--- config.mk ---
export PLATFORM = sky130hd
export DESIGN_NAME = exec_shift_arb_flat
export DESIGN_NICKNAME = d
export VERILOG_FILES = /design/src/rtl/exec_shift_arb_if.sv /design/src/rtl/exec_shift_arb.sv /design/src/flat_wrapper.sv
export SDC_FILE = /design/constraint.sdc
export NUM_CORES = 1
export LEC_CHECK = 0
export ABC_AREA = 1
export CAP_MARGIN = 20
export CORE_AREA = 8 8 122 124
export CTS_BUF_LIST = sky130_fd_sc_hd__clkbuf_2 sky130_fd_sc_hd__clkbuf_4 sky130_fd_sc_hd__clkbuf_8
export DETAILED_ROUTE_END_ITERATION = 16
export DIE_AREA = 0 0 130 132
export MAX_ROUTING_LAYER = met4
export PLACE_DENSITY_LB_ADDON = 0.2
export SYNTH_ARGS = -nofsm -noshare
export SYNTH_HDL_FRONTEND = slang
export SYNTH_SLANG_ARGS = --single-unit
--- constraint.sdc ---
create_clock -name clk -period 3.18 [get_ports clk]
set_clock_uncertainty 0.05 [all_clocks]
set_input_delay 0.477 -clock clk [delete_from_list [all_inputs] [get_ports clk]]
set_output_delay 0.477 -clock clk [all_outputs]
set_load 0.02 [all_outputs]
--- src/rtl/exec_shift_arb_if.sv ---
// Handshake bundle for exec_shift_arb: two requester ports and one result port.
// The master side drives requests and out_ready; the slave side is the arbiter.
interface exec_shift_arb_if #(
  parameter int unsigned W_OPR   = 32,
  parameter int unsigned W_FLAGS = 4
);
  logic               req0_valid;
  logic               req0_ready;
  logic [W_OPR-1:0]   req0_opr0;
  logic [W_OPR-1:0]   req0_opr1;
  logic [1:0]         req0_sel;

  logic               req1_valid;
  logic               req1_ready;
  logic [W_OPR-1:0]   req1_opr0;
  logic [W_OPR-1:0]   req1_opr1;
  logic [1:0]         req1_sel;

  logic               out_valid;
  logic               out_ready;
  logic               out_tag;
  logic [W_OPR-1:0]   out_result;
  logic [W_FLAGS-1:0] out_flags;

  modport master (
    output req0_valid, req0_opr0, req0_opr1, req0_sel,
    output req1_valid, req1_opr0, req1_opr1, req1_sel,
    output out_ready,
    input  req0_ready, req1_ready,
    input  out_valid, out_tag, out_result, out_flags
  );

  modport slave (
    input  req0_valid, req0_opr0, req0_opr1, req0_sel,
    input  req1_valid, req1_opr0, req1_opr1, req1_sel,
    input  out_ready,
    output req0_ready, req1_ready,
    output out_valid, out_tag, out_result, out_flags
  );
endinterface

--- src/rtl/exec_shift_arb.sv ---
// Round-robin arbiter sharing one shifter between two requesters, with a single
// registered result stage tagged by the winning requester.
module exec_shift_arb #(
  parameter int unsigned W_OPR   = 32,
  parameter int unsigned W_FLAGS = 4
) (
  input logic            clk,
  input logic            rst,
  exec_shift_arb_if.slave bus
);

  localparam int unsigned ShW = $clog2(W_OPR);

  logic               out_valid_q;
  logic               out_tag_q;
  logic [W_OPR-1:0]   out_result_q;
  logic [W_FLAGS-1:0] out_flags_q;
  logic               last_grant_q;

  logic               can_accept;
  logic               grant;
  logic               accept;
  logic               ready0;
  logic               ready1;

  logic [W_OPR-1:0]   opr0;
  logic [W_OPR-1:0]   opr1;
  logic [1:0]         sel;
  logic [ShW-1:0]     amt;
  logic [2*W_OPR-1:0] wide;
  logic [W_OPR-1:0]   result;
  logic               carry;
  logic               zero;
  logic               sign;
  logic               overflow;
  logic [W_FLAGS-1:0] flags;
  logic               unused_opr1;

  assign can_accept = !out_valid_q || bus.out_ready;

  // Contention goes to whoever did not win the last accepted transfer.
  always_comb begin
    grant = 1'b0;
    if (bus.req0_valid && bus.req1_valid) begin
      grant = !last_grant_q;
    end else if (bus.req1_valid) begin
      grant = 1'b1;
    end
  end

  assign ready0 = can_accept && !grant && bus.req0_valid;
  assign ready1 = can_accept && grant && bus.req1_valid;
  assign accept = ready0 || ready1;

  assign opr0 = grant ? bus.req1_opr0 : bus.req0_opr0;
  assign opr1 = grant ? bus.req1_opr1 : bus.req0_opr1;
  assign sel  = grant ? bus.req1_sel  : bus.req0_sel;
  assign amt  = opr1[ShW-1:0];

  assign unused_opr1 = ^opr1[W_OPR-1:ShW];

  // Double-width shift: one half is the result, the other holds the bits shifted out.
  always_comb begin
    wide   = '0;
    result = '0;
    carry  = 1'b0;
    unique case (sel)
      2'd0: begin
        wide   = {{W_OPR{1'b0}}, opr0} << amt;
        result = wide[W_OPR-1:0];
        carry  = |wide[2*W_OPR-1:W_OPR];
      end
      2'd1: begin
        wide   = {opr0, {W_OPR{1'b0}}} >> amt;
        result = wide[2*W_OPR-1:W_OPR];
        carry  = |wide[W_OPR-1:0];
      end
      2'd2: begin
        wide   = $unsigned($signed({opr0, {W_OPR{1'b0}}}) >>> amt);
        result = wide[2*W_OPR-1:W_OPR];
        carry  = |wide[W_OPR-1:0];
      end
      2'd3: begin
        result = '0;
        carry  = 1'b0;
      end
      default: ;
    endcase
    zero     = ~|result;
    sign     = result[W_OPR-1];
    overflow = opr0[W_OPR-1] ^ sign;
    flags    = W_FLAGS'({overflow, sign, zero, carry});
  end

  always_ff @(posedge clk) begin
    if (rst) begin
      out_valid_q  <= 1'b0;
      out_tag_q    <= 1'b0;
      out_result_q <= '0;
      out_flags_q  <= '0;
      last_grant_q <= 1'b1;
    end else if (accept) begin
      out_valid_q  <= 1'b1;
      out_tag_q    <= grant;
      out_result_q <= result;
      out_flags_q  <= flags;
      last_grant_q <= grant;
    end else if (bus.out_ready) begin
      out_valid_q  <= 1'b0;
    end
  end

  assign bus.req0_ready = ready0;
  assign bus.req1_ready = ready1;
  assign bus.out_valid  = out_valid_q;
  assign bus.out_tag    = out_tag_q;
  assign bus.out_result = out_result_q;
  assign bus.out_flags  = out_flags_q;

endmodule

--- src/flat_wrapper.sv ---
// flat-port wrapper written by rule: the top's interface ports become plain ports
module exec_shift_arb_flat 
#(
  parameter int unsigned W_OPR   = 32,
  parameter int unsigned W_FLAGS = 4
)
  (clk, rst, bus_req0_valid, bus_req0_opr0, bus_req0_opr1, bus_req0_sel, bus_req1_valid, bus_req1_opr0, bus_req1_opr1, bus_req1_sel, bus_out_ready, bus_req0_ready, bus_req1_ready, bus_out_valid, bus_out_tag, bus_out_result, bus_out_flags);
  exec_shift_arb_if #(.W_OPR(W_OPR), .W_FLAGS(W_FLAGS)) bus_i ();
  input logic clk;
  input logic rst;
  input wire logic [$bits(bus_i.req0_valid)-1:0] bus_req0_valid;
  input wire logic [$bits(bus_i.req0_opr0)-1:0] bus_req0_opr0;
  input wire logic [$bits(bus_i.req0_opr1)-1:0] bus_req0_opr1;
  input wire logic [$bits(bus_i.req0_sel)-1:0] bus_req0_sel;
  input wire logic [$bits(bus_i.req1_valid)-1:0] bus_req1_valid;
  input wire logic [$bits(bus_i.req1_opr0)-1:0] bus_req1_opr0;
  input wire logic [$bits(bus_i.req1_opr1)-1:0] bus_req1_opr1;
  input wire logic [$bits(bus_i.req1_sel)-1:0] bus_req1_sel;
  input wire logic [$bits(bus_i.out_ready)-1:0] bus_out_ready;
  output wire logic [$bits(bus_i.req0_ready)-1:0] bus_req0_ready;
  output wire logic [$bits(bus_i.req1_ready)-1:0] bus_req1_ready;
  output wire logic [$bits(bus_i.out_valid)-1:0] bus_out_valid;
  output wire logic [$bits(bus_i.out_tag)-1:0] bus_out_tag;
  output wire logic [$bits(bus_i.out_result)-1:0] bus_out_result;
  output wire logic [$bits(bus_i.out_flags)-1:0] bus_out_flags;
  assign bus_i.req0_valid = bus_req0_valid;
  assign bus_i.req0_opr0 = bus_req0_opr0;
  assign bus_i.req0_opr1 = bus_req0_opr1;
  assign bus_i.req0_sel = bus_req0_sel;
  assign bus_i.req1_valid = bus_req1_valid;
  assign bus_i.req1_opr0 = bus_req1_opr0;
  assign bus_i.req1_opr1 = bus_req1_opr1;
  assign bus_i.req1_sel = bus_req1_sel;
  assign bus_i.out_ready = bus_out_ready;
  assign bus_req0_ready = bus_i.req0_ready;
  assign bus_req1_ready = bus_i.req1_ready;
  assign bus_out_valid = bus_i.out_valid;
  assign bus_out_tag = bus_i.out_tag;
  assign bus_out_result = bus_i.out_result;
  assign bus_out_flags = bus_i.out_flags;
  exec_shift_arb #(.W_OPR(W_OPR), .W_FLAGS(W_FLAGS)) u_core (.clk(clk), .rst(rst), .bus(bus_i));
endmodule
* Word level (Yosys, flattened, before mapping) *
Index checks and enable logic that the tools add are counted.

cells by class
  add/subtract/negate cells = 0
  $mul = 0
  div/mod/pow operators = 0
  $lt $le $gt $ge = 0
  equal/unequal tests = 3
  shift operators = 3
  multiplexer cells = 9
  bitwise logic cells = 1
  reductions and logical operators = 17

operators by type and width
  kind                                                             count
  32-bit one-hot mux with 4 select lines                           1
  32-bit OR reduction                                              4
  32-bit by 5-bit left shift with 64-bit output                    1
  64-bit by 5-bit right shift with 64-bit output                   1
  64-bit by 5-bit >>> shifter with 64-bit output                   1
  32-bit two-way mux                                               1
  1-bit logical AND                                                5
  5-bit two-way mux                                                1
  2-bit == test, second input constant                             2
  1-bit logical NOT                                                4
  1-bit two-way mux                                                4
  1-bit one-hot mux with 4 select lines                            1
  2-bit by 1-bit == test with 1-bit output, second input constant  1
  2-bit logical NOT                                                1
  1-bit logical OR                                                 2
  2-bit two-way mux                                                1
  2-bit nonzero test                                               1
  1-bit XOR                                                        1

storage, ports and cells
  bits in registers = 39
  bits in latches = 0
  memory bits (writable) = 0
  memory bits (read-only) = 0
  logic and storage cells = 38
  memories kept = 0

* Depth between registers and ports, before layout *
  depth in word-level cells = 7
  gate-level depth with buffers = 23
  gate-level depth less buffers = 21

* Worst setup path before layout *
Ideal clock, no wire load.

  kind = input-to-reg
  from = input bus_req0_valid
  to = register u_core.out_flags_q[2], in the netlist u_core.bus.out_flags[2]
  data arrival time = 2293 ps
  setup slack = 709 ps
  stages on the path = 10
  buffers on the path = 4
  cell sequence = nand2_2 > nand2_2 > buf_6 > buf_4 > nor2_1 > nor2_1 > clkinv_1 > clkbuf_1 > clkbuf_1 > a21oi_1

on the way
  elaborated cells on any way between the ends = 19
  classes of those cells = eq/ne: 3; shift: 3; mux: 5; reduce/logical: 8

RTL lines
  element                         RTL line               RTL
  start, declared                 flat_wrapper.sv:11     input wire logic [$bits(bus_i.req0_valid)-1:0] bus_req0_valid;
  1-bit logical AND               exec_shift_arb.sv:44   if (bus.req0_valid && bus.req1_valid) begin
  1-bit two-way mux               exec_shift_arb.sv:44
  1-bit logical AND (2 in a row)  exec_shift_arb.sv:52   assign ready1 = can_accept && grant && bus.req1_valid;
  via bus_req1_ready              flat_wrapper.sv:21     output wire logic [$bits(bus_i.req1_ready)-1:0] bus_req1_ready;
  1-bit logical OR                exec_shift_arb.sv:53   assign accept = ready0 || ready1;
  end signal, assigned            exec_shift_arb.sv:106  out_flags_q <= flags;
  end, declared                   exec_shift_arb.sv:17   logic [W_FLAGS-1:0] out_flags_q;

The timed path passes the listed nets, and every way through them passes these cells.
A chain may end at the register's enable or synchronous reset.

* Worst setup path after layout *
  from = input bus_req1_opr1[0]
  to = register u_core.out_flags_q[1], in the netlist u_core.bus.out_flags[1]

on the way
  word-level cells in the longest chain between the ends = 5
  elaborated cells on any way between the ends = 7
  classes of those cells = shift: 3; mux: 2; reduce/logical: 2

RTL lines
  element                                                                 RTL line              RTL
  start, declared                                                         flat_wrapper.sv:17    input wire logic [$bits(bus_i.req1_opr1)-1:0] bus_req1_opr1;
  5-bit two-way mux (*)                                                   exec_shift_arb.sv:56  assign opr1 = grant ? bus.req1_opr1 : bus.req0_opr1;
  64-bit by 5-bit >>> shifter with 64-bit output (tied with other cells)  exec_shift_arb.sv:79  wide = $unsigned($signed({opr0, {W_OPR{1'b0}}}) >>> amt);
  32-bit one-hot mux with 4 select lines (*)                              exec_shift_arb.sv:67  unique case (sel)
  32-bit OR reduction (*)                                                 exec_shift_arb.sv:89  zero = ~|result;
  1-bit logical NOT (*)                                                   exec_shift_arb.sv:89

Mark *: on every way between the ends. The rest lies on a longest branch, timed or not.

==> results.cfg <==
[route]
drt_iter0_drc = 1243
viasPerCell = 5.79
drtPass1Iterations = 10
detail_route.wl_per_cell_um = 17.1
routed_wl_um = 29600
ant_nets = 0
vias = 10000
drc_errors = 0

[layout]
antenna_cells = 0
layout.cells.non_filler = 1727
layout.nets = 1687
drive_gt1_share_pct = 18.1
fin_util_pct = 74.0
syn_to_final_growth_pct = 49.8
stdcell_area_mm2 = 0.00961
nFillCells = 1134
final_common_cell = nand2_1
mostFrequentLayoutCells = 487 x nand2_1, 344 x nand3_1, 208 x buf_4

[synth]
ys_types = 35
ys_seq_area_share_pct = 11.9
synth.largest_area_cell = nand2_1
syn_nets = 1416
syn_avg_cell_area_um2 = 5.01
synth_top_area_share_pct = 28.7
netlist_area_mm2 = 0.00641
synth_warnings = 0
synthTopCellsByArea = nand2_1 29%, nand3_1 27%, dfxtp_1 12%
syn-instance-count = 1279
yosys_register_bits = 38

[min_path]
min_to = u_core.bus.out_tag$_SDFFE_PP0P_
hp-start = u_core.bus.out_tag$_SDFFE_PP0P_
whs_path_depth = 2
holdCritPathClass = reg2reg

[job]
maxCapViolations = 0

[place]
place_congestion = 1.03
place_ws_ns = -0.350
placed_cell_area_mm2 = 0.00919
placedCellCount = 1709
hpwl_um = 23300
io_buffers = 122

[cts]
cts_htree_levels = 2
clk_path_buf_depth = 2
clock_latency_ns = 0.30
clkSinkCount = 38
cts_buffers = 5
root_buffer = clkbuf_8
cts_tree = built
cts.hold.buffers_added = 0
clk_pin_slew_ns = 0.07

[timing]
rsz0062_at_grt = false
period_minus_slack_ns = 2.95
layout_setup_ws_ns = 0.230
hold_viol_final = 0
slew_headroom_pct = 53.0
worstMarginPinSlew_ns = 0.701
fin_tns_setup_ns = 0
period_share_pct = 92.8
finalSetupViolations = 0
max_freq_mhz = 339
slew_violations = 0

[worst_setup_path]
r2r_end = u_core.bus.out_flags[1]$_SDFFE_PP0P_
crit_required_ns = 3.37
crit_path_end_kind = flop
critPathArrivalTime_ns = 3.14
start_kind = primary input
r2r-start = u_core.last_grant_q$_SDFFE_PP1P_
critical_path_class = in2reg
cp_max_fo = 17
reg2reg_slack_ns = 0.29
r2r_cells = 20

[global_routing]
globalRouteMet1Util_pct = 40.8
grt_pass1_vias = 9048
top_usage_layer = met2
grt_use_met3_pct = 5.99
antenna_found_initial = 0
grt_use_total_pct = 33.7
met2_usage_pct = 54.7
grt_max_degree = 48
grt-ovfl-total = 0
grt_first_pass_wirelength_um = 45500

[run_status]
status = finished clean

[die]
die_h_um = 132
die_w_um = 130
die_area_mm2 = 0.0172
core-area_mm2 = 0.0130
io_pins = 177
start_util_pct = 49.4
rows = 42

[pwr]
power_density_mw_per_mm2 = 379
leakage_uw = 0.00506
ir_drop_uv = 322
layout make-up:
class	count	area [µm²]	area share [%]
Clock inverter	2	60.1	0.625
Clock buffer	6	82.6	0.859
Inverter	83	314	3.27
Timing Repair Buffer	345	3080	32.1
Tap cell	176	220	2.29
Multi-Input combinational cell	1077	5090	52.9
Sequential cell	38	761	7.92
state kept, by name, summed over array words and instances (netlist names):
register	count
u_core.bus.out_valid	1
u_core.bus.out_tag	1
u_core.bus.out_result	31
u_core.last_grant_q	1
u_core.bus.out_flags	4
how the worst max path moves through the flow:
stage	startpoint	slack, ns	cells after the start	end
6_report	bus_req1_opr1[0]	0.23	21	u_core.bus.out_flags[1]$_SDFFE_PP0P_
3_3_place_gp	bus_req0_valid	-0.32	20	u_core.bus.out_flags[1]$_SDFFE_PP0P_
3_5_place_dp	bus_req0_valid	-0.35	21	u_core.bus.out_flags[1]$_SDFFE_PP0P_
2_1_floorplan	bus_req0_valid	0.71	10	u_core.bus.out_flags[2]$_SDFFE_PP0P_
5_1_grt	bus_req1_opr1[0]	0.05	20	u_core.bus.out_flags[1]$_SDFFE_PP0P_
4_1_cts	bus_req0_valid	0.01	21	u_core.bus.out_flags[1]$_SDFFE_PP0P_
metal layers:
| layer | vias up | routed length [µm] |
|---|---|---|
| li1 | 4821 | - |
| met1 | 4523 | 11700 |
| met2 | 569 | 14000 |
| met3 | 93 | 2890 |
| met5 | - | 0 |
| met4 | 0 | 1050 |
through the flow:
stage,total power (µW),hold WS [ns]
after CTS,3500,0.421
after detailed placement,2970,0.412
final,3640,0.418
after global routing,3880,0.445
after floorplan,1900,0.399
after global placement,2940,0.399
kinds of logic (layout without fill, tap and decap cells):
| logic type | after synthesis | after routing | share of synthesized area [%] |
|---|---|---|---|
| AO/OA/AOI/OAI | 121 | 121 | 11.0 |
| AND/OR/NAND/NOR | 954 | 956 | 65.3 |
| flip-flops | 38 | 38 | 11.9 |
| buffers and inverters | 166 | 436 | 11.9 |
cells in the mapped netlist (all sizes together):
cell type,count
nand4,20
and2,1
and3,2
nand3b,10
nand2,499
buf,57
clkinv,3
nor3b,1
o221ai,2
a221oi,1
nand3,354
nor2,63
o21bai,6
clkbuf,26
o211ai,18
inv,80
nor3,4
o311ai,1
a21oi,25
o21ai,60
dfxtp,38
o22ai,2
a22oi,4
a21boi,2
power breakdown:
group	total (µW)	switching, µW	internal (µW)	leakage [µW]
clock	516	181	335	0.0000714
combinational	2560	1490	1070	0.00467
sequential	567	32.8	535	0.000315
timing repair:
action	4_1_cts	5_1_grt
gates cloned	1	2
endpoints found under the setup margin	1	10
gates resized for setup	2	46
buffers inserted	2	5
pin swaps	1	8
critical path, cell delays in order:
cell,delay (ns)
clkdlybuf4s50_1,0.46
nand3b_1,0.21
buf_4,0.17
nand2_8,0.13
nand2_1,0.12
nand3_1,0.12
nand3_1,0.16
nand2_1,0.12
nand2_1,0.09
buf_4,0.14
nand2_1,0.05
nand2_1,0.05
nand2_1,0.05
nand2_1,0.07
nor2_2,0.18
nand2_1,0.09
nor2_1,0.10
nand2_1,0.07
nor2_1,0.11
nand2_1,0.05
a21oi_1,0.11
Power figures use the tool's default switching activity.
